[config.mk]
export PLATFORM = sky130hd
export DESIGN_NAME = hazard_unit
export DESIGN_NICKNAME = d
export VERILOG_FILES = /design/src/rtl/hazard_pkg.sv /design/src/rtl/hazard_unit.sv
export SDC_FILE = /design/constraint.sdc
export NUM_CORES = 1
export LEC_CHECK = 0
export CAP_MARGIN = 15
export CORE_ASPECT_RATIO = 0.7
export CORE_MARGIN = 2
export CORE_UTILIZATION = 44
export CTS_CLUSTER_SIZE = 28
export DETAILED_ROUTE_END_ITERATION = 12
export PLACE_DENSITY = 0.78
export SETUP_SLACK_MARGIN = 0.05
export SLEW_MARGIN = 10
export SYNTH_ARGS = -nofsm -noshare
export SYNTH_HDL_FRONTEND = slang
export SYNTH_SLANG_ARGS = --single-unit
[constraint.sdc]
create_clock -name clk -period 2.07 [get_ports clk]
set_input_delay 0.3105 -clock clk [delete_from_list [all_inputs] [get_ports clk]]
set_output_delay 0.3105 -clock clk [all_outputs]
set_load 0.02 [all_outputs]
[src/rtl/hazard_pkg.sv]
// Shared types and constants for the LEGv8 pipeline hazard and forwarding logic.
package hazard_pkg;

  typedef enum logic [1:0] {
    RUN      = 2'd0,
    STALL    = 2'd1,
    MEM_WAIT = 2'd2
  } hz_state_t;

  // X31 reads as zero, so a write to it never creates a dependency.
  localparam logic [4:0] XZR = 5'd31;

  localparam int STALL_W = 2;

  typedef struct packed {
    logic pc_write;
    logic ifid_write;
    logic idex_bubble;
    logic ifid_flush;
    logic stall_all;
  } hz_ctrl_t;

  localparam hz_ctrl_t CTRL_DEFAULT = '{pc_write: 1'b1, ifid_write: 1'b1, default: 1'b0};
  localparam hz_ctrl_t CTRL_BUBBLE  = '{idex_bubble: 1'b1, default: 1'b0};
  localparam hz_ctrl_t CTRL_FREEZE  = '{stall_all: 1'b1, default: 1'b0};

  function automatic logic src_match(input logic use_src, input logic [4:0] rd,
                                     input logic [4:0] rs);
    return use_src && (rd == rs);
  endfunction

endpackage

[src/rtl/hazard_unit.sv]
// Stall/flush controller for the 5-stage LEGv8 pipeline: load-use bubbles,
// branch-after-load double bubbles, taken-branch flush and data-memory wait.
module hazard_unit
  import hazard_pkg::*;
#(
  parameter int MEM_TIMEOUT = 64,
  parameter int CNT_W       = 16
) (
  input  logic             clk,
  input  logic             reset,
  input  logic             memReadEX,
  input  logic [4:0]       RdEX,
  input  logic [4:0]       Rn,
  input  logic [4:0]       Rm,
  input  logic             useRn,
  input  logic             useRm,
  input  logic             branchID,
  input  logic             branchTaken,
  input  logic             memReqMEM,
  input  logic             dmemReady,
  output logic             pcWrite,
  output logic             ifidWrite,
  output logic             idexBubble,
  output logic             ifidFlush,
  output logic             stallAll,
  output logic [CNT_W-1:0] stallCount,
  output logic             memError
);

  localparam int WAIT_W = $clog2(MEM_TIMEOUT + 1);
  localparam logic [WAIT_W-1:0] WAIT_MAX = WAIT_W'(MEM_TIMEOUT);

  hz_state_t          state_q, state_d;
  logic [STALL_W-1:0] stall_left_q, stall_left_d;
  logic [WAIT_W-1:0]  wait_q, wait_d, wait_inc;
  logic [CNT_W-1:0]   stall_cnt_q, stall_cnt_d;
  logic               mem_err_q, mem_err_d;
  logic               load_haz, mem_wait;
  hz_ctrl_t           ctrl;

  assign load_haz = memReadEX && (RdEX != XZR) &&
                    (src_match(useRn, RdEX, Rn) || src_match(useRm, RdEX, Rm));
  assign mem_wait = memReqMEM && !dmemReady;
  // Holding at WAIT_MAX keeps a very long wait from wrapping back below the limit.
  assign wait_inc = (wait_q == WAIT_MAX) ? wait_q : wait_q + 1'b1;

  // NOTE: sequential state uses non-blocking assignments so every register
  // samples the pre-edge values regardless of statement order.
  always_ff @(posedge clk) begin
    if (reset) begin
      state_q      <= RUN;
      stall_left_q <= '0;
      wait_q       <= '0;
      stall_cnt_q  <= '0;
      mem_err_q    <= 1'b0;
    end else begin
      state_q      <= state_d;
      stall_left_q <= stall_left_d;
      wait_q       <= wait_d;
      stall_cnt_q  <= stall_cnt_d;
      mem_err_q    <= mem_err_d;
    end
  end

  // NOTE: every variable gets a default before the case so no latch is inferred.
  always_comb begin
    state_d      = state_q;
    stall_left_d = stall_left_q;
    wait_d       = wait_q;
    mem_err_d    = mem_err_q;
    unique case (state_q)
      RUN: begin
        if (mem_wait) begin
          state_d = MEM_WAIT;
        end else if (load_haz && branchID) begin
          stall_left_d = STALL_W'(1);
          state_d      = STALL;
        end
      end
      STALL: begin
        if (mem_wait) begin
          state_d = MEM_WAIT;
        end else if (stall_left_q <= STALL_W'(1)) begin
          stall_left_d = '0;
          state_d      = RUN;
        end else begin
          stall_left_d = stall_left_q - 1'b1;
        end
      end
      MEM_WAIT: begin
        if (dmemReady) begin
          wait_d  = '0;
          state_d = (stall_left_q != '0) ? STALL : RUN;
        end else begin
          wait_d = wait_inc;
          if (wait_inc == WAIT_MAX) mem_err_d = 1'b1;
        end
      end
      default: state_d = RUN;
    endcase
    stall_cnt_d = (!ctrl.pc_write && stall_cnt_q != '1) ? stall_cnt_q + 1'b1 : stall_cnt_q;
  end

  // Mealy outputs; reset forces defaults so an aborted stall leaves no bubble.
  always_comb begin
    ctrl = CTRL_DEFAULT;
    if (!reset) begin
      unique case (state_q)
        RUN: begin
          if (mem_wait)                    ctrl = CTRL_FREEZE;
          else if (load_haz)               ctrl = CTRL_BUBBLE;
          else if (branchTaken && branchID) ctrl.ifid_flush = 1'b1;
        end
        STALL:    ctrl = mem_wait ? CTRL_FREEZE : CTRL_BUBBLE;
        MEM_WAIT: ctrl = CTRL_FREEZE;
        default:  ctrl = CTRL_DEFAULT;
      endcase
    end
  end

  assign pcWrite    = ctrl.pc_write;
  assign ifidWrite  = ctrl.ifid_write;
  assign idexBubble = ctrl.idex_bubble;
  assign ifidFlush  = ctrl.ifid_flush;
  assign stallAll   = ctrl.stall_all;
  assign stallCount = stall_cnt_q;
  assign memError   = mem_err_q;

endmodule

Yosys cells after proc, flatten, opt, wreduce, memory -nomap -nowiden
Cells that the tools add are included.
{"block": "totals", "reg_bits": 28, "inputBits": 24, "out_inout_bits": 22, "word_cells": 61}
{"block": "op_classes", "n_addsub": 3, "magnitude_cmp": 1, "n_eq_ne": 14, "muxes": 20, "n_bitwise": 1, "reduce_logical": 17}
{"operator": "adder 16 x 1 -> 16 bit (second input constant)", "n": 1}
{"operator": "two-way mux 2 bit", "n": 8}
{"operator": "!= test 16 bit (second input constant)", "n": 1}
{"operator": "one-hot mux 5 bit (3 select lines)", "n": 1}
{"operator": "== test 7 bit (second input constant)", "n": 2}
{"operator": "two-way mux 7 bit", "n": 2}
{"operator": "== test 5 bit", "n": 2}
{"operator": "two-way mux 5 bit", "n": 2}
{"operator": "logical AND 1 bit", "n": 8}
{"operator": "!= test 2 bit (second input constant)", "n": 4}
{"operator": "adder 7 x 1 -> 7 bit (second input constant)", "n": 1}
{"operator": "two-way mux 3 bit", "n": 2}
{"operator": "!= test 3 bit (second input constant)", "n": 2}
{"operator": "one-hot mux 2 bit (3 select lines)", "n": 1}
{"operator": "AND reduction 3 bit", "n": 2}
{"operator": "!= test 5 bit (second input constant)", "n": 1}
{"operator": "one-hot mux 2 bit (2 select lines)", "n": 1}
{"operator": "AND reduction 4 bit", "n": 1}
{"operator": "nonzero test 2 bit", "n": 2}
{"operator": "two-way mux 1 bit", "n": 3}
{"operator": "== test 2 x 1 -> 1 bit (second input constant)", "n": 1}
{"operator": "== test 2 bit (second input constant)", "n": 1}
{"operator": "<= comparator 2 x 1 -> 1 bit (second input constant)", "n": 1}
{"operator": "logical NOT 1 bit", "n": 2}
{"operator": "4 further kinds", "n": 4}

Depth between registers and ports, before layout
{"block": "logic_depth", "ltp_word": 10, "ltp_mapped": 9, "ltp_nobuf": 8}

Worst setup path before layout
No wires, ideal clock.
{"block": "synth_timing", "path_kind": "reg2reg", "startpoint": "reg state_q[1]", "endpoint": "reg stall_cnt_q[12], in the netlist stallCount[12]", "setup_ns": 0.121, "arrival_time_ns": 1.900, "required_time_ns": 1.949, "slack_ns": 0.049, "path_stages_with_launch": 10, "cell_sequence": "dfxtp_1 inv_1 ha_1 buf_2 o21bai_1 nor2_1 o311a_1 a21oi_4 nor3_2 mux2_4"}
{"block": "synth_between", "elab_chain_len": 5}
{"element": "from (decl)", "line_no": "hazard_unit.sv:33", "text": "hz_state_t state_q, state_d;"}
{"element": "from (signal assigned)", "line_no": "hazard_unit.sv:57", "text": "state_q <= state_d;"}
{"element": "== test 2 bit (tied with other cells)", "line_no": "hazard_unit.sv:108", "text": "unique case (state_q)"}
{"element": "one-hot mux 5 bit (3 select lines) (*)", "line_no": "hazard_unit.sv:108"}
{"element": "two-way mux 5 bit (*)", "line_no": "hazard_unit.sv:107", "text": "if (!reset) begin"}
{"element": "logical NOT 1 bit (*)", "line_no": "hazard_unit.sv:101", "text": "stall_cnt_d = (!ctrl.pc_write && stall_cnt_q != '1) ? stall_cnt_q + 1'b1 : stall_cnt_q;"}
{"element": "logical AND 1 bit (*)", "line_no": "hazard_unit.sv:101"}
{"element": "to (signal assigned)", "line_no": "hazard_unit.sv:60", "text": "stall_cnt_q <= stall_cnt_d;"}
{"element": "to (decl)", "line_no": "hazard_unit.sv:36", "text": "logic [CNT_W-1:0] stall_cnt_q, stall_cnt_d;"}
Mark *: on every way between the ends. The rest lies on a longest branch, timed or not.
A chain may end at the register's enable or synchronous reset.

Worst setup path after layout
{"block": "layout_timing", "startpoint": "reg state_q[0]", "endpoint": "reg stall_cnt_q[12], in the netlist stallCount[12]"}
Same word-level chain as after synthesis.

==> impl_metrics.ini <==
[status]
status = finished, final reports clean

[layout]
num-fill-cells = 338
multi_input_area_um2 = 1240
n_antenna_cell = 0
final_common_cell = buf_4
final-instance-count-excl-fill = 353
fin_nets = 334
drive_above_1_share = 0.219
seq_area_um2 = 563
final_cell_mix = buf_4 (32), dfxtp_1 (26), clkdlybuf4s50_1 (25), nor2_1 (22), a21oi_1 (20)
syn_to_final_growth_pct = 42.3

[clocking]
clk_path_buf_depth = 2
cts_root_buf = clkbuf_8
cts_buffers = 3
cts_tree = done
clkSinkCount = 28
h-tree-depth = 1
path_clk_slew_ns = 0.09
insertion_delay_ns = 0.27

[route]
firstDrtPassIters = 4
viasPerCell = 5.73
remaining_drc_errors = 0
ant_nets = 0
routedWlPerCell_um = 14.3
drt_iter0_drc = 165
drt_wl_total_mm = 5.05
vias = 2022

[yosys]
synthMuxAreaShare = 0.0136
synth_compound_area_frac = 0.258
synth_top_area_share = 0.304
synthesis.nets = 259
ys.flop_type = dfxtp_1
yosysTopAreaCell = dfxtp_1
yosys.area_share.adder = 0.0474
ys_ff_latch = 28
synth.area.top_cells = dfxtp_1 (30%), a21oi_1 (5.4%), xnor2_1 (5.2%)
synth.distinct_cells = 55
ys_warn_count = 0
synth_top_family_by_area = simple AND/OR/NAND/NOR gates
synth_edf_count = 0
seq_area_frac_synth = 0.304
synth_xor_area_frac = 0.0617
syn_inst = 228
synthSimpleGateAreaFrac = 0.275
synth_area_um2 = 1850
async_reset_ff_frac = 0
syn_area_per_cell_um2 = 8.10

[floorplan]
core_um2 = 3970
row_count = 19
start_util = 0.465
die_x_um = 81.4
die_area_um2 = 4740
die_h_um = 58.2
num_io_pins = 46

[placement]
dpl_worst_slack_ns = -0.607
dp_cells = 349
dpl.hpwl_mm = 3.94
port_buffers = 45
place.gp.congestion = 0.894

[flow_run]
max_cap_violations = 0

[setup_path]
crit_required_ns = 2.24
criticalPathCategory = flop to flop
crit_path_max_incr_delay_ns = 0.34
r2r_cells = 8
slowest_stage = dfxtp_1
crit_arrival_ns = 2.14
endpoint_kind = flop
worstPathCellList = inv_1 > ha_1 > o21bai_2 > nor2_1 > o311a_1 > a21oi_4 > nor3_2 > mux2_4
cp-start-kind = flop
critPathMaxFanout = 7

[global_routing]
grt_pass1_wl_mm = 8.49
grt_start_max_net_pins = 23
grt_usage = 0.227
grt_pass1_vias = 1869
overflow = 0
antenna_found_initial = 0

[timing]
skew_ns = 0.00294
setup_ws_ns = 0.107
period_needed_ns = 1.96
slew_violations = 0
rsz0062_at_grt = yes
worstMarginPinSlew_ns = 0.347
max_freq_mhz = 509
hold_viol_final = 0
slew_headroom = 0.769
period_share = 0.949
finalSetupViolCount = 0

[power_and_ir_drop]
power.leakage_nw = 0.985
peakVddDrop_uv = 344
power_density_nw_per_um2 = 428

[hold_path]
min_path_cells = 2
min_path_type = flop to flop
-- worst max-delay path, delay by kind of cell (launching register included) --
family	cells	cell delay (ns)
adders and majority gates	1	0.29
muxes	1	0.29
buffers and inverters	1	0.05
DFF	1	0.34
AOI/OAI and AO/OA	3	0.73
and+or+nand+nor	2	0.16
-- routing by layer --
layer	up-vias	GRT usage	part of all wire
li1	997	-	-
met1	937	0.326	0.47
met2	83	0.357	0.44
met3	5	0.0483	0.078
met4	0	0.0387	0.0087
met5	-	0	0
-- synth_stat cells (2+ instances only) --
master    count
a21oi_1      20
a22oi_1       2
a31oi_1       3
and3_1        5
buf_2         3
clkbuf_1      4
dfxtp_1      28
ha_1          7
inv_1         9
nand2_1      17
nand2b_1      4
nand3_1      13
nand3b_1      3
nand4_1       3
nor2_1       23
nor2b_1       2
nor3_1        2
nor3b_1       2
nor4_1        2
o211ai_1      3
o21ai_0      12
o311a_1       2
o311ai_0      3
o31ai_1       7
o41ai_1       4
or3_1         2
or4_1         3
or4b_1        2
xnor2_1      11
xor2_1        2
-- cells by family after synthesis --
kind of cell / after synthesis
flip-flops: 28
adder cells (fa/ha/maj): 7
multiplexers: 2
AO/OA/AOI/OAI: 68
XOR/XNOR: 13
buffers and inverters: 18
AND/OR/NAND/NOR: 92
-- final timing paths --
check / from / endpoint / slack, ns
worst min-delay path: memError / memError / 0.49
worst max-delay path: state_q[0] / stallCount[12] / 0.11
worst min register to register: memError / memError / 0.49
worst max register to register: state_q[0] / stallCount[12] / 0.11
-- sequential cells by signal, indices dropped and copies added (netlist names) --
signal and cells:
stall_left_q 2, state_q 2, stallCount 16, memError 1
wait_q 7
-- timing repair --
| item | 4_1_cts | 5_1_grt |
|---|---|---|
| endpoints found under the setup margin | 15 | 10 |
| resized for setup | 37 | 23 |
| pin swaps | 9 | 13 |
| setup buffers | 1 | 0 |
| hold buffers | 0 | 0 |
-- stage by stage --
stage | hold slack [ns] | total power, mW | util | TNS [ns] | instance area, um^2
after floorplan | 0.435 | 0.691 | - | 0 | 1850
after global placement | 0.451 | 0.824 | 0.648 | -7.40 | 2570
after detailed placement | 0.463 | 0.829 | 0.648 | -8.11 | 2570
after CTS | 0.485 | 1.12 | 0.656 | 0 | 2600
after global routing | 0.520 | 1.18 | 0.662 | 0 | 2630
final | 0.486 | 1.12 | 0.662 | 0 | 2630
-- power by group --
group	switching, mW	total (mW)	leakage (nW)	internal (mW)
sequential	0.00834	0.554	0.227	0.546
combinational	0.133	0.268	0.737	0.135
clock	0.172	0.303	0.0216	0.131
-- area by class of cell --
cell class / count / area share
Sequential cell: 28 / 0.214
Clock buffer: 3 / 0.0157
Timing Repair Buffer: 79 / 0.259
Multi-Input combinational cell: 182 / 0.474
Inverter: 9 / 0.0129
Tap cell: 52 / 0.0248
(Power assumes the default switching activity.)
